$ cat config.mk
export PLATFORM = sky130hd
export DESIGN_NAME = hazard_forward_ctrl
export DESIGN_NICKNAME = d
export VERILOG_FILES = /design/src/rtl/hazard_forward_ctrl.sv
export SDC_FILE = /design/constraint.sdc
export NUM_CORES = 1
export LEC_CHECK = 0
export BUFFER_PORTS_ARGS = -buffer_cell sky130_fd_sc_hd__buf_4
export CORE_MARGIN = 2
export CORE_UTILIZATION = 35
export CTS_BUF_LIST = sky130_fd_sc_hd__clkbuf_8
export DETAILED_ROUTE_END_ITERATION = 12
export GPL_TIMING_DRIVEN = 0
export PLACE_DENSITY = 0.61
export SYNTH_ARGS = -nofsm -noshare
export SYNTH_HDL_FRONTEND = slang
export SYNTH_SLANG_ARGS = --single-unit
$ cat constraint.sdc
create_clock -name clk -period 2.8 [get_ports clk]
set_input_delay 0.84 -clock clk [delete_from_list [all_inputs] [get_ports clk]]
set_output_delay 0.84 -clock clk [all_outputs]
set_load 0.03 [all_outputs]
$ cat src/rtl/hazard_forward_ctrl.sv
// Pipeline hazard controller: EX operand select codes, IF/ID stall, load-use bubbles.
// Define HAZARD_FWD_EN to enable forwarding; otherwise RAW hazards stall until the producer reaches WB.
module hazard_forward_ctrl (
   input  logic        clk,
   input  logic        rst_n,
   input  logic        id_valid,
   input  logic [4:0]  id_rs,
   input  logic [4:0]  id_rt,
   input  logic        id_use_rs,
   input  logic        id_use_rt,
   input  logic [4:0]  id_dst,
   input  logic        id_reg_write,
   input  logic        id_mem_read,
   input  logic        flush,
   output logic        stall,
   output logic [1:0]  fwd_a_sel,
   output logic [1:0]  fwd_b_sel,
   output logic        ex_bubble,
   output logic [15:0] stall_cnt
);

   // WB is not tracked: the register file is write-through, so a WB producer never needs handling.
   logic       ex_valid;
   logic       ex_wr;
   logic       ex_load;
   logic [4:0] ex_dst;
   logic       mem_valid;
   logic       mem_wr;
   logic [4:0] mem_dst;

   logic       id_live;
   logic       advance;
   logic       a_ex;
   logic       b_ex;
   logic       a_mem;
   logic       b_mem;
   logic [1:0] fwd_a_nxt;
   logic [1:0] fwd_b_nxt;

   function automatic logic hit(input logic use_src, input logic [4:0] src,
                                input logic v, input logic w, input logic [4:0] dst);
      return use_src & v & w & (dst == src) & (src != 5'd0);
   endfunction

   always_comb begin
      a_ex    = hit(id_use_rs, id_rs, ex_valid, ex_wr, ex_dst);
      b_ex    = hit(id_use_rt, id_rt, ex_valid, ex_wr, ex_dst);
      a_mem   = hit(id_use_rs, id_rs, mem_valid, mem_wr, mem_dst);
      b_mem   = hit(id_use_rt, id_rt, mem_valid, mem_wr, mem_dst);
      id_live = id_valid & ~flush;
`ifdef HAZARD_FWD_EN
      stall     = id_live & ex_load & (a_ex | b_ex);
      fwd_a_nxt = a_ex ? 2'b01 : (a_mem ? 2'b10 : 2'b00);
      fwd_b_nxt = b_ex ? 2'b01 : (b_mem ? 2'b10 : 2'b00);
`else
      stall     = id_live & (a_ex | b_ex | a_mem | b_mem);
      fwd_a_nxt = 2'b00;
      fwd_b_nxt = 2'b00;
`endif
      advance = id_live & ~stall;
   end

`ifndef HAZARD_FWD_EN
   // Load tracking only matters for forwarding; without it every producer is handled alike.
   logic unused_ex_load;
   assign unused_ex_load = ex_load;
`endif

   always_ff @(posedge clk) begin
      if (!rst_n) begin
         ex_valid  <= 1'b0;
         ex_wr     <= 1'b0;
         ex_load   <= 1'b0;
         ex_dst    <= 5'd0;
         mem_valid <= 1'b0;
         mem_wr    <= 1'b0;
         mem_dst   <= 5'd0;
         fwd_a_sel <= 2'b00;
         fwd_b_sel <= 2'b00;
         stall_cnt <= 16'd0;
      end else begin
         mem_valid <= ex_valid;
         mem_wr    <= ex_wr;
         mem_dst   <= ex_dst;
         ex_valid  <= advance;
         ex_wr     <= advance & id_reg_write;
         ex_load   <= advance & id_mem_read;
         ex_dst    <= advance ? id_dst : 5'd0;
         fwd_a_sel <= advance ? fwd_a_nxt : 2'b00;
         fwd_b_sel <= advance ? fwd_b_nxt : 2'b00;
         if (stall && (stall_cnt != 16'hFFFF))
            stall_cnt <= stall_cnt + 16'd1;
      end
   end

   assign ex_bubble = ~ex_valid;

endmodule

==> qor.yml, run 1 <==
placement:
  dp_worst_setup_slack_ns: -0.492
  placed_area_um2: 1960
  dp_cells: 270
  dp_hpwl_um: 2740
  gp_congestion: 0.808
  portBuffers: 39
run_status:
  outcome: "complete, but fails checks"
  violations: "negative setup slack"
global_route:
  gr-total-overflow: 0
  grt_pass1_vias: 1394
  antenna_found_initial: 0
  grt_max_degree: 12
  grtUsageTotal_pct: 16.5
  grt_pass1_wl_um: 6550
die:
  ios: 45
  core_region_area_um2: 4350
  dieArea_um2: 5090
  fp.dieH_um: 71.4
  die_w_um: 71.4
  num_rows: 24
  initial_utilization_pct: 36.5
detailed_routing:
  first_iter_violations: 83
  drcViolationCount: 0
  viasPerCell: 5.01
  wire_per_inst_um: 13.2
  vias: 1407
  antenna_left: 0
  drtPass1Iterations: 4
  routed_wl_um: 3710
hold_path:
  hp-class: "reg2reg"
clocking:
  clk_pin_slew_ns: 0.07
  max-clock-path-buffers: 2
  cts_made_buffers: 5
  insertion_delay_ns: 0.29
  clock-sinks: 30
  cts_tree: "yes"
  htreeDepth: 2
  root_buffer: "clkbuf_8"
synthesis:
  synth_edf_count: 0
  synth_flop_cell: "dfxtp_1"
  ys.warnings.count: 0
  syn_inst: 176
  ys_ff_latch: 30
  synthArstFlopShare_pct: 0
  yosysSeqAreaShare_pct: 37.8
  synthDistinctLibCells: 39
  avgSynthCellArea_um2: 9.02
  syn_area_um2: 1590
setup_path:
  critPathSlowestCell: "or4_4"
  path_buf_inv: 4
  critPathKind: "in2out"
  critPathTopFamily: "simple AND/OR/NAND/NOR gates"
  crit_path_end_kind: "output port"
  cpMostUsedCell: "buf_6"
  worstPathArrival_ns: 2.28
  cp.required_ns: 1.96
  cpPeakStageDelay_ns: 0.52
  crit_path_cell_trace: "buf_8 > or4_4 > o21a_1 > nor2b_4 > a22oi_4 > buf_6 > inv_8 > buf_6"
  cp_max_fo: 3
  start_kind: "primary input"
cells_and_area:
  drive_above_1_share_pct: 28.4
  nets: 252
  synthToLayoutAreaGrowth_pct: 33.3
  n_fill_cell: 417
  design_area_um2: 2120
  layout_commonest_cell: "buf_4"
  antenna_cells: 0
  final_cell_mix: "44 x buf_4, 30 x dfxtp_1, 20 x xnor2_1, 13 x nand3_1, 13 x and2_1"
  instances_no_fill: 281
timing:
  whs_ns: 0.497
  slew_headroom_pct: 65.0
  rsz0062_at_grt: "yes"
  fmax_mhz: 320
  tightestPinTransition_ns: 0.525
  skew_ns: 0.00203
  setup_violations: 1
  hold_viol: 0
  finalCriticalPeriod_ns: 3.12
  fin_ws_ns: -0.320
  fin_crit_sh_pct: 111
  drv_slew: 0
power_and_ir_drop:
  power.share.clock_pct: 45.9
  finalPower_uw: 968
  p_comb_share_pct: 9.1
  switching_share_pct: 23.2
  power.density_nw_per_um2: 457
  power_switching_uw: 225
  p_int_uw: 743
  p_leak_uw: 0.000835
  pwr-share-seq_pct: 45.0
  vdd_drop_max_mv: 0.201
job:
  maxCapViolCount: 0
[final timing paths]
kind                                           startpoint                        end  slack [ns]  depth (start not counted)
worst min register to register        ex_valid$_SDFF_PN0_       mem_valid$_SDFF_PN0_        0.50                          2
worst min-delay path                  ex_valid$_SDFF_PN0_       mem_valid$_SDFF_PN0_        0.50                          2
worst max register to register  stall_cnt[3]$_SDFFE_PN0P_  stall_cnt[4]$_SDFFE_PN0P_        0.57                          7
worst max-delay path                             id_rt[3]                      stall       -0.32                          8
[cell usage after synthesis, types with 2 or more instances]
master / count / area, um2
a21oi_1: 9 / 45.0
xnor2_1: 20 / 175
buf_4: 5 / 37.5
or3_1: 4 / 25.0
nand3_1: 13 / 65.1
nor2_1: 4 / 15.0
clkbuf_1: 4 / 15.0
mux2i_1: 5 / 50.1
or4_1: 7 / 52.6
o22ai_1: 2 / 12.5
nor3_2: 3 / 30.0
o21ai_1: 3 / 15.0
o31ai_1: 5 / 37.5
and2_1: 13 / 81.3
dfxtp_1: 30 / 601
nand4_1: 5 / 31.3
and3_1: 2 / 12.5
inv_1: 3 / 11.3
nand2_1: 12 / 45.0
and4_1: 2 / 17.5
nand2b_1: 7 / 43.8
[state kept, by name, summed over array words and instances (netlist names)]
name / count
stall_cnt: 16
ex_dst: 5
mem_dst: 5
ex_valid: 1
ex_wr: 1
mem_valid: 1
mem_wr: 1
[kinds of logic (layout without fill, tap and decap cells)]
logic type	after synthesis	after routing	share of synthesized area [%]
compound gates	27	27	12.4
xor+xnor	20	20	11.0
fa+ha+maj	1	1	0.788
buf+inv	15	65	5.44
flops	30	30	37.8
mux	5	5	3.15
other cells	1	4	0.236
simple gates	77	77	29.2
[final cells by class]
| type | instances | area, um2 | share of cell area [%] |
|---|---|---|---|
| clock inverters | 3 | 45.0 | 2.13 |
| multi-input cells | 134 | 916 | 43.3 |
| repair buffers | 42 | 330 | 15.6 |
| flip-flops and latches | 30 | 601 | 28.4 |
| well taps | 52 | 65.1 | 3.07 |
| inverters | 4 | 22.5 | 1.06 |
| clock buffers | 5 | 68.8 | 3.25 |
| plain buffers | 11 | 68.8 | 3.25 |
[power groups by stage]
stage               Combinational (uW)  Clock [uW]  Sequential, uW
floorplan                         48.2           0             444
global placement                  84.5           0             445
detailed placement                85.1           0             445
CTS                               88.3         454             436
global route                      95.5         480             436
finish                            87.8         445             436
[repair_timing]
action	CTS	global route
buffers inserted	3	0
hold buffers	0	0
resized for setup	6	0
pin swaps	3	1
endpoints found under the setup margin	1	1
[tightest hold or removal path: cells and delay by family, from the launching register on]
family,cells,cell delay [ns]
DFF,1,0.32
buffers and inverters,1,0.08
and+or+nand+nor,1,0.05
[through the flow]
| stage | utilization [%] | TNS [ns] |
|---|---|---|
| 6_report | 48.6 | -0.320 |
| 5_1_grt | 48.6 | -0.387 |
| 4_1_cts | 48.6 | -0.348 |
| 3_5_place_dp | 45.0 | -0.492 |
| 3_3_place_gp | 45.0 | -0.493 |
| 2_1_floorplan | - | -0.0881 |
[metal layers]
| layer | up-vias | share of wire (%) | global-route usage (%) | wire length [um] |
|---|---|---|---|---|
| met3 | 8 | 5.1 | 4.22 | 191 |
| met5 | - | 0 | 0 | 0 |
| met2 | 41 | 44 | 24.1 | 1630 |
| met4 | 0 | 2.3 | 7.97 | 85 |
| met1 | 635 | 49 | 22.6 | 1810 |
| li1 | 723 | - | - | - |
(Power assumes the default switching activity.)
==> run 2: changes to the inputs <==
- ABC_AREA: unset -> 1
- PLACE_DENSITY: 0.61 -> 0.59
==> run 2 against run 1 <==
  * The flow now finishes without violations
  * Clock skew is 0.0053 ns higher
  * Sequential cell count stayed put
  * Clock-buffer cell count is 1 higher
  * Sequential power hardly changed
  * First-iteration DRC count is 31% lower
  * Routed wire length is 21% higher
  * Sequential share of layout area is 3.1 points lower
  * Register-to-register slack better by 0.32 ns
  * Combinational power is 3.0% higher
==> qor.yml, run 2 <==
run_status:
  outcome: "finished clean"
cells_and_area:
  layout_commonest_cell: "nand2_1"
  synthToLayoutAreaGrowth_pct: 26.0
  nets: 372  # +48%
  final_cell_mix: "94 x nand2_1, 51 x inv_1, 43 x buf_4, 30 x dfxtp_1, 28 x nor2_1"
  reg_top3: "stall_cnt (16), ex_dst (5), mem_dst (5)"
  top_register: "stall_cnt"
  largest_reg_flops: 16  # unchanged
  drive_above_1_share_pct: 22.3  # -6.0 points
  antenna_cells: 0  # unchanged
  instances_no_fill: 419  # +49%
global_route:
  grt_max_degree: 11  # -1
  gr-total-overflow: 0  # unchanged
  grt_pass1_vias: 1709  # +23%
  grt_pass1_wl_um: 7650  # +17%
  grtUsageTotal_pct: 16.1  # -0.42 points
  antenna_found_initial: 0  # unchanged
clocking:
  max-clock-path-buffers: 2  # unchanged
  cts_made_buffers: 5  # unchanged
  post_cts_buffers: 0  # -3
  insertion_delay_ns: 0.29  # about the same
  cts_tree: "yes"
  root_buffer: "clkbuf_8"
  clock-sinks: 30  # unchanged
  clk_pin_slew_ns: 0.06  # about the same
  htreeDepth: 2  # unchanged
timing:
  setup_tns_ns: 0  # +0.320 ns
  finalCriticalPeriod_ns: 2.69  # -0.435 ns
  fin_crit_sh_pct: 95.9  # -16 points
  slew_headroom_pct: 53.1  # -12 points
  hold_viol: 0  # unchanged
  fmax_mhz: 372  # +16%
  tightestPinTransition_ns: 0.704  # +0.179 ns
  skew_ns: 0.00734  # +0.00531 ns
  setup_violations: 0  # -1
  rsz0062_at_grt: "no"
  drv_slew: 0  # unchanged
die:
  core_region_area_um2: 5140  # +18%
  fp.dieH_um: 77.4  # +8.4%
  ios: 45  # unchanged
  dieArea_um2: 5990  # +18%
  die_w_um: 77.4  # +8.4%
  num_rows: 26  # +8.3%
  initial_utilization_pct: 36.7  # +0.19 points
synthesis:
  ys_ff_latch: 30  # unchanged
  avgSynthCellArea_um2: 6.30  # -30%
  syn_area_um2: 1880  # +19%
  synthTopCellsByArea: "dfxtp_1 32%, nand2_1 19%, inv_1 10%"
  ys.warnings.count: 0  # unchanged
  synthArstFlopShare_pct: 0  # unchanged
  synth_most_common_cell: "nand2_1"
  synth_top_area_share_pct: 31.9  # -6.0 points
  synth_common_cells: "94 x nand2_1, 51 x inv_1, 30 x dfxtp_1"
  syn_inst: 299  # +70%
  yosysSeqAreaShare_pct: 31.9  # -6.0 points
  synthDistinctLibCells: 24  # -38%
  yosysTopAreaCell: "dfxtp_1"
  synth_flop_cell: "dfxtp_1"
  synth_edf_count: 0  # unchanged
job:
  maxCapViolCount: 0  # unchanged
power_and_ir_drop:
  p_int_uw: 667  # -10%
  vdd_drop_max_mv: 0.225  # +12%
  switching_share_pct: 24.9  # +1.7 points
  pwr-share-seq_pct: 49.0  # +4.0 points
  p_comb_share_pct: 10.2  # +1.1 points
  p_leak_uw: 0.00117  # +40%
  power.share.clock_pct: 40.8  # -5.1 points
  power.density_nw_per_um2: 374  # -18%
  power_switching_uw: 222  # -1.5%
setup_path:
  start_kind: "primary input"
  cp_max_fo: 4  # +1
  critPathKind: "in2out"
  cp.required_ns: 1.96  # about the same
  crit_path_end_kind: "output port"
  worstPathArrival_ns: 1.85  # -0.43 ns
placement:
  gp_congestion: 0.836  # +3.4%
  dp_hpwl_um: 3460  # +26%
  portBuffers: 39  # unchanged
  dp_cells: 411  # +52%
detailed_routing:
  viasPerCell: 4.49  # -10%
  first_iter_violations: 57  # -31%
  drcViolationCount: 0  # unchanged
  routed_wl_um: 4490  # +21%
  wire_per_inst_um: 10.7  # -19%
  drtPass1Iterations: 4  # unchanged
  antenna_left: 0  # unchanged
  vias: 1880  # +34%
hold_path:
  hp-class: "reg2reg"
-- run 2: routing by layer --
| layer | GRT usage, % | part of all wire [%] |
|---|---|---|
| met5 | 0 | 0 |
| met3 | 3.49 | 3.8 |
| met1 | 20.2 | 48 |
| met2 | 26.2 | 46 |
| met4 | 7.50 | 2.3 |
-- run 2: final cells by class --
cell class,count,area [um2]
fill,590,2770
multi-input combinational,211,1040
sequential,30,601
buffer,10,66.3
inverter,51,191
tap,70,87.6
clock inverter,2,12.5
clock buffer,6,82.6
timing repair buffer,39,293
-- run 2: power by group through the flow --
| stage | Sequential [uW] | Combinational (uW) | Clock, uW |
|---|---|---|---|
| 4_1_cts | 436 | 91.0 | 376 |
| 3_3_place_gp | 445 | 90.3 | 0 |
| 2_1_floorplan | 444 | 51.9 | 0 |
| 5_1_grt | 436 | 102 | 397 |
| 3_5_place_dp | 445 | 90.7 | 0 |
| 6_report | 436 | 90.4 | 362 |
-- run 2: cells by family after synthesis --
kind of cell | Yosys count | share of synthesized area [%]
buffers and inverters | 61 | 13.7
and+or+nand+nor | 177 | 42.1
adders and majority gates | 1 | 0.664
DFF | 30 | 31.9
other | 1 | 0.199
xor gates and xnor gates | 11 | 5.11
AOI/OAI and AO/OA | 18 | 6.37
-- run 2: path summary, 6_finish.rpt --
check / startpoint / to / slack, ns / cells past startpoint
min: ex_wr$_SDFF_PN0_ / mem_wr$_SDFF_PN0_ / 0.46 / 2
max reg2reg: stall_cnt[1]$_SDFFE_PN0P_ / stall_cnt[11]$_SDFFE_PN0P_ / 0.89 / 10
max: id_rt[4] / stall / 0.11 / 9
min reg2reg: ex_wr$_SDFF_PN0_ / mem_wr$_SDFF_PN0_ / 0.46 / 2
-- run 2: metrics by stage --
step	hold WS (ns)	util [%]	total power (uW)	setup slack, ns	instance area, um2
floorplan	0.421	-	496	0.136	1900
global placement	0.433	44.3	536	0.0373	2280
detailed placement	0.442	44.3	536	0.00970	2280
CTS	0.451	46.1	903	0.0221	2370
global route	0.466	46.2	935	0.0109	2370
finish	0.456	46.2	889	0.115	2370
-- run 2: what timing repair did --
| item | 4_1_cts | 5_1_grt |
|---|---|---|
| gates resized for setup | 0 | 1 |
| endpoints found under the setup margin | 0 | 1 |
| endpoints found under the hold margin | 0 | 0 |
| hold buffers | 0 | 0 |
-- run 2: worst max-delay path: stages --
cell     delay [ns]
buf_4          0.12
inv_1          0.06
nand2_1        0.05
a21oi_1        0.14
nand3_1        0.09
nand2_1        0.06
nand2_1        0.10
a21oi_1        0.20
buf_4          0.19
